File: src/rtl/mem_arbiter_pkg.sv
// +----------------------------------------------------------------------+
// | mem_arbiter_pkg: shared owner/requester types for the arbiter. Rev 1.0|
// +----------------------------------------------------------------------+
`default_nettype none

package mem_arbiter_pkg;

  typedef enum logic [1:0] {
    OWN_NONE = 2'd0,
    OWN_R0   = 2'd1,
    OWN_R1   = 2'd2
  } arb_owner_t;

  localparam logic ARB_R0 = 1'b0;
  localparam logic ARB_R1 = 1'b1;

  function automatic arb_owner_t owner_of(input logic idx);
    return (idx == ARB_R1) ? OWN_R1 : OWN_R0;
  endfunction

endpackage

`default_nettype wire

File: src/rtl/mem_arbiter_rr_pick2.sv
// +----------------------------------------------------------------------+
// | rr_pick2: two-way combinational round-robin picker.         Rev 1.0 |
// +----------------------------------------------------------------------+
`default_nettype none

module rr_pick2
  import mem_arbiter_pkg::*;
(
  input  logic i_req0,
  input  logic i_req1,
  input  logic i_prio,
  output logic o_gnt0,
  output logic o_gnt1
);

  assign o_gnt0 = i_req0 & (~i_req1 | (i_prio == ARB_R0));
  assign o_gnt1 = i_req1 & (~i_req0 | (i_prio == ARB_R1));

endmodule

`default_nettype wire

File: src/rtl/mem_arbiter.sv
// +----------------------------------------------------------------------+
// | mem_arbiter: round-robin arbiter with bounded locked bursts. Rev 1.0 |
// +----------------------------------------------------------------------+
`default_nettype none

module mem_arbiter
  import mem_arbiter_pkg::*;
#(
  parameter int ADDR_W    = 32,
  parameter int DATA_W    = 32,
  parameter int MAX_BURST = 8
) (
  input  logic              clk,
  input  logic              reset,
  input  logic              r0_req,
  input  logic              r0_lock,
  input  logic              r0_we,
  input  logic [ADDR_W-1:0] r0_addr,
  input  logic [DATA_W-1:0] r0_wdata,
  input  logic              r1_req,
  input  logic              r1_lock,
  input  logic              r1_we,
  input  logic [ADDR_W-1:0] r1_addr,
  input  logic [DATA_W-1:0] r1_wdata,
  output logic              r0_gnt,
  output logic              r1_gnt,
  output logic              r0_rvalid,
  output logic              r1_rvalid,
  output logic [DATA_W-1:0] r0_rdata,
  output logic [DATA_W-1:0] r1_rdata,
  output logic [ADDR_W-1:0] mem_addr,
  output logic [DATA_W-1:0] mem_wdata,
  output logic              mem_we,
  input  logic [DATA_W-1:0] mem_rdata,
  output logic [1:0]        owner
);

  localparam int                    c_beat_w   = $clog2(MAX_BURST + 1);
  localparam logic [c_beat_w-1:0]   c_beat_max = c_beat_w'(MAX_BURST);

  arb_owner_t          r_owner, w_owner_nxt;
  logic                r_prio, w_prio_nxt;
  logic [c_beat_w-1:0] r_beat, w_beat_nxt;
  logic [ADDR_W-1:0]   r_mem_addr;
  logic [DATA_W-1:0]   r_mem_wdata;
  logic                r_rvalid0, r_rvalid1;

  logic                w_hold0, w_hold1;
  logic                w_rr_gnt0, w_rr_gnt1;
  logic                w_gnt0, w_gnt1, w_gnt_any;
  logic                w_sel, w_lock;
  logic [c_beat_w-1:0] w_beat_cur, w_beat_inc;

  // An owner keeps the port only while it still requests; otherwise fall through to round-robin.
  assign w_hold0 = (r_owner == OWN_R0) & r0_req;
  assign w_hold1 = (r_owner == OWN_R1) & r1_req;

  rr_pick2 u_pick (
    .i_req0 (r0_req),
    .i_req1 (r1_req),
    .i_prio (r_prio),
    .o_gnt0 (w_rr_gnt0),
    .o_gnt1 (w_rr_gnt1)
  );

  assign w_gnt0    = w_hold0 | (~w_hold1 & w_rr_gnt0);
  assign w_gnt1    = w_hold1 | (~w_hold0 & w_rr_gnt1);
  assign w_gnt_any = w_gnt0 | w_gnt1;
  assign w_sel     = w_gnt1 ? ARB_R1 : ARB_R0;
  assign w_lock    = w_gnt1 ? r1_lock : r0_lock;
  // A fresh winner starts its burst count from zero even if the other side held a count.
  assign w_beat_cur = (r_owner == owner_of(w_sel)) ? r_beat : '0;
  assign w_beat_inc = w_beat_cur + 1'b1;

  always_ff @(posedge clk) begin
    if (!reset) begin
      r_owner     <= OWN_NONE;
      r_prio      <= ARB_R0;
      r_beat      <= '0;
      r_mem_addr  <= '0;
      r_mem_wdata <= '0;
      r_rvalid0   <= 1'b0;
      r_rvalid1   <= 1'b0;
    end else begin
      r_owner     <= w_owner_nxt;
      r_prio      <= w_prio_nxt;
      r_beat      <= w_beat_nxt;
      r_mem_addr  <= mem_addr;
      r_mem_wdata <= mem_wdata;
      r_rvalid0   <= w_gnt0 & ~r0_we;
      r_rvalid1   <= w_gnt1 & ~r1_we;
    end
  end

  always_comb begin
    w_owner_nxt = r_owner;
    w_prio_nxt  = r_prio;
    w_beat_nxt  = r_beat;
    if (((r_owner == OWN_R0) & ~r0_req) | ((r_owner == OWN_R1) & ~r1_req)) begin
      w_owner_nxt = OWN_NONE;
      w_beat_nxt  = '0;
    end
    if (w_gnt_any) begin
      if (w_lock && (w_beat_inc < c_beat_max)) begin
        w_owner_nxt = owner_of(w_sel);
        w_beat_nxt  = w_beat_inc;
      end else begin
        w_owner_nxt = OWN_NONE;
        w_beat_nxt  = '0;
        w_prio_nxt  = ~w_sel;
      end
    end
  end

  always_comb begin
    r0_gnt    = w_gnt0;
    r1_gnt    = w_gnt1;
    mem_addr  = r_mem_addr;
    mem_wdata = r_mem_wdata;
    mem_we    = 1'b0;
    if (w_gnt0) begin
      mem_addr  = r0_addr;
      mem_wdata = r0_wdata;
      mem_we    = r0_we;
    end else if (w_gnt1) begin
      mem_addr  = r1_addr;
      mem_wdata = r1_wdata;
      mem_we    = r1_we;
    end
  end

  assign r0_rvalid = r_rvalid0;
  assign r1_rvalid = r_rvalid1;
  assign r0_rdata  = r_rvalid0 ? mem_rdata : '0;
  assign r1_rdata  = r_rvalid1 ? mem_rdata : '0;
  assign owner     = r_owner;

endmodule

`default_nettype wire
File: config.mk
export PLATFORM = sky130hd
export DESIGN_NAME = mem_arbiter
export DESIGN_NICKNAME = d
export VERILOG_FILES = /design/src/rtl/mem_arbiter_pkg.sv /design/src/rtl/mem_arbiter_rr_pick2.sv /design/src/rtl/mem_arbiter.sv
export SDC_FILE = /design/constraint.sdc
export NUM_CORES = 1
export LEC_CHECK = 0
export BUFFER_PORTS_ARGS = -buffer_cell sky130_fd_sc_hd__clkbuf_2
export CORE_AREA = 2 2 118 120
export DETAILED_ROUTE_END_ITERATION = 10
export DIE_AREA = 0 0 120 122
export PLACE_DENSITY = 0.72
export SYNTH_ARGS = -nofsm -noshare
export SYNTH_HDL_FRONTEND = slang
export SYNTH_SLANG_ARGS = --single-unit
File: constraint.sdc
create_clock -name clk -period 2 [get_ports clk]
set_clock_uncertainty 0.1 [all_clocks]
set_input_delay 0.1 -clock clk [delete_from_list [all_inputs] [get_ports clk]]
set_output_delay 0.1 -clock clk [all_outputs]
set_load 0.01 [all_outputs]
==> results.json <==
{
  "cts_made_buffers": 9,
  "cts_tree": "done",
  "utilization_pct": 54.5,
  "critical_path_peak_fanout": 13,
  "dieWidth_um": 120,
  "violations": "negative setup slack",
  "report.final.slew_viol_count": 0,
  "die-area_sq_mm": 0.0146,
  "regArea_sq_mm": 0.00147,
  "layout_commonest_cell": "clkbuf_2",
  "cts-root-buf": "clkbuf_16",
  "core_area_sq_mm": 0.0135,
  "dp_hpwl_mm": 11.1,
  "post_drt_wl_per_cell_um": 16.6,
  "worstPathArrival_ps": 1910,
  "fillers": 1213,
  "antenna_found_initial": 1,
  "ys_types": 31,
  "syn_nets": 716,
  "yosysTopAreaCell": "dfxtp_1",
  "vias_per_cell": 4.77,
  "min_path_type": "in -> reg",
  "setup_violations": 64,
  "period_share_pct": 106,
  "synth-main-ff-cell": "dfxtp_1",
  "end_kind": "primary output",
  "die_h_um": 122,
  "nNetsFinal": 1033,
  "ys.warnings.count": 0,
  "status": "finished with violations",
  "leakage_nw": 3.52,
  "p_per_area_mw_per_mm2": 653,
  "syn_to_final_growth_pct": 89.6,
  "ctsLongestPathBuffers": 2,
  "layout_common_cells": "clkbuf_2, and2_1, nand2_1",
  "max-slew-margin-rel_pct": 50.7,
  "yosys_register_bits": 73,
  "wl_mm": 17.4,
  "insertion_delay_ps": 330,
  "num_rows": 43,
  "multi_input_area_sq_mm": 0.00305,
  "dp_slack_ps": 97.3,
  "critPathKind": "reg -> out",
  "firstDrtPassIters": 4,
  "synth_top_area_share_pct": 37.6,
  "startpoint_type": "flip-flop",
  "detail-route-antenna-nets": 0,
  "h-tree-depth": 3,
  "drc": 0,
  "tightest_slew_ps": 739,
  "seq_area_frac_synth_pct": 37.6,
  "cts_sinks": 73,
  "gr-usage-all-layers_pct": 21.1,
  "gp_congestion": 0.779,
  "async_flop_share_pct": 0,
  "cap_violations": 0,
  "synth_edf_count": 0,
  "start_util_pct": 28.8,
  "report.power.total_mw": 4.81,
  "instances_no_fill": 1050,
  "drtIter0Drc": 241,
  "grt_pass1_vias": 4476,
  "num_vias": 5009,
  "drive_above_1_share_pct": 54.5,
  "timing.hold.ws_ps": 58.4,
  "clk_pin_slew_ps": 60,
  "synthCells": 547,
  "overflow": 0,
  "port_buffers": 302,
  "cp.required_ps": 1800,
  "hold_viol_final": 0,
  "grt_max_degree": 51,
  "io_pins": 303,
  "yosys-top-cells-area": "dfxtp_1, and2_1, nand2_1",
  "ir_worst_vdd_mv": 0.422,
  "syn_area_sq_mm": 0.00388,
  "fmax_mhz": 474,
  "period_minus_slack_ps": 2110,
  "dp_cells": 1000,
  "worst_slack_ps": -111,
  "grt_pass1_wl_mm": 23.7,
  "rsz0062_at_grt": "yes",
  "syn_avg_cell_area_sq_um": 7.10
}
logic make-up after synthesis:
| kind of cell | count (synthesis) | share of synthesized area [%] |
|---|---|---|
| buffers and inverters | 50 | 5.67 |
| multiplexers | 1 | 0.258 |
| AO/OA/AOI/OAI | 79 | 13.4 |
| AND/OR/NAND/NOR | 342 | 42.5 |
| flip-flops | 73 | 37.6 |
| XOR/XNOR | 1 | 0.226 |
| adder cells (fa/ha/maj) | 1 | 0.322 |
area by class of cell:
type | instances | share of cell area [%]
Multi-Input combinational cell | 424 | 41.5
Tap cell | 180 | 3.06
Sequential cell | 73 | 20.0
Clock inverter | 4 | 0.272
Inverter | 8 | 0.442
Antenna cell | 1 | 0.0340
Clock buffer | 12 | 3.21
Timing Repair Buffer | 348 | 31.6
registers in the layout (all words and copies together) (netlist names):
register	count
r_mem_addr	32
r_mem_wdata	32
r_beat	4
owner	2
r0_rvalid	1
r1_rvalid	1
r_prio	1
Yosys cell counts, types with 3 or more instances:
| master | n |
|---|---|
| nor2b_1 | 4 |
| inv_1 | 6 |
| buf_2 | 14 |
| buf_4 | 4 |
| nor2_1 | 64 |
| a21boi_0 | 4 |
| clkbuf_1 | 23 |
| nand2_1 | 133 |
| dfxtp_1 | 73 |
| a31oi_1 | 64 |
| and3_1 | 3 |
| nand3_1 | 3 |
| and2_1 | 129 |
through the flow:
step	instance area, sq um	setup TNS [ps]
2_1_floorplan	3880	0
3_3_place_gp	5620	0
3_5_place_dp	5620	0
4_1_cts	6580	-5160
5_1_grt	7360	-8880
6_report	7360	-4140
layer usage:
| metal | vias to the layer above | track usage, % | routed length [um] |
|---|---|---|---|
| met5 | - | 0 | 0 |
| met4 | 0 | 10.5 | 686 |
| met3 | 43 | 5.20 | 1130 |
| met2 | 230 | 38.5 | 9130 |
| met1 | 2304 | 22.7 | 6480 |
| li1 | 2432 | - | - |
power breakdown:
part	switching, mW	internal, mW
Combinational	0.873	0.844
Sequential	0.0459	1.58
Clock	0.630	0.833
worst max-delay path, cell delays in order (launching register included):
cell and delay, ps:
dfxtp_4 340, nand2b_4 150, o221ai_4 320, inv_4 90
buf_12 150, buf_12 140, nand2_1 120, a31oi_4 100
clkbuf_2 140
worst paths after layout:
path / start / endpoint / slack, ps / cells past startpoint
max: owner[1] / mem_wdata[23] / -110 / 8
min: r1_addr[16] / r_mem_addr[16] / 60 / 4
max reg2reg: owner[1] / r_mem_addr[31] / 20 / 10
min reg2reg: r_beat[3] / r_beat[3] / 400 / 1
repair_timing:
action	4_1_cts	5_1_grt
setup endpoints to repair	66	68
cloned	6	5
hold endpoints to repair	4	0
hold buffers	4	0
pin swaps	38	20
gates resized for setup	68	190
buffers inserted	17	2
(Power assumes the default switching activity.)
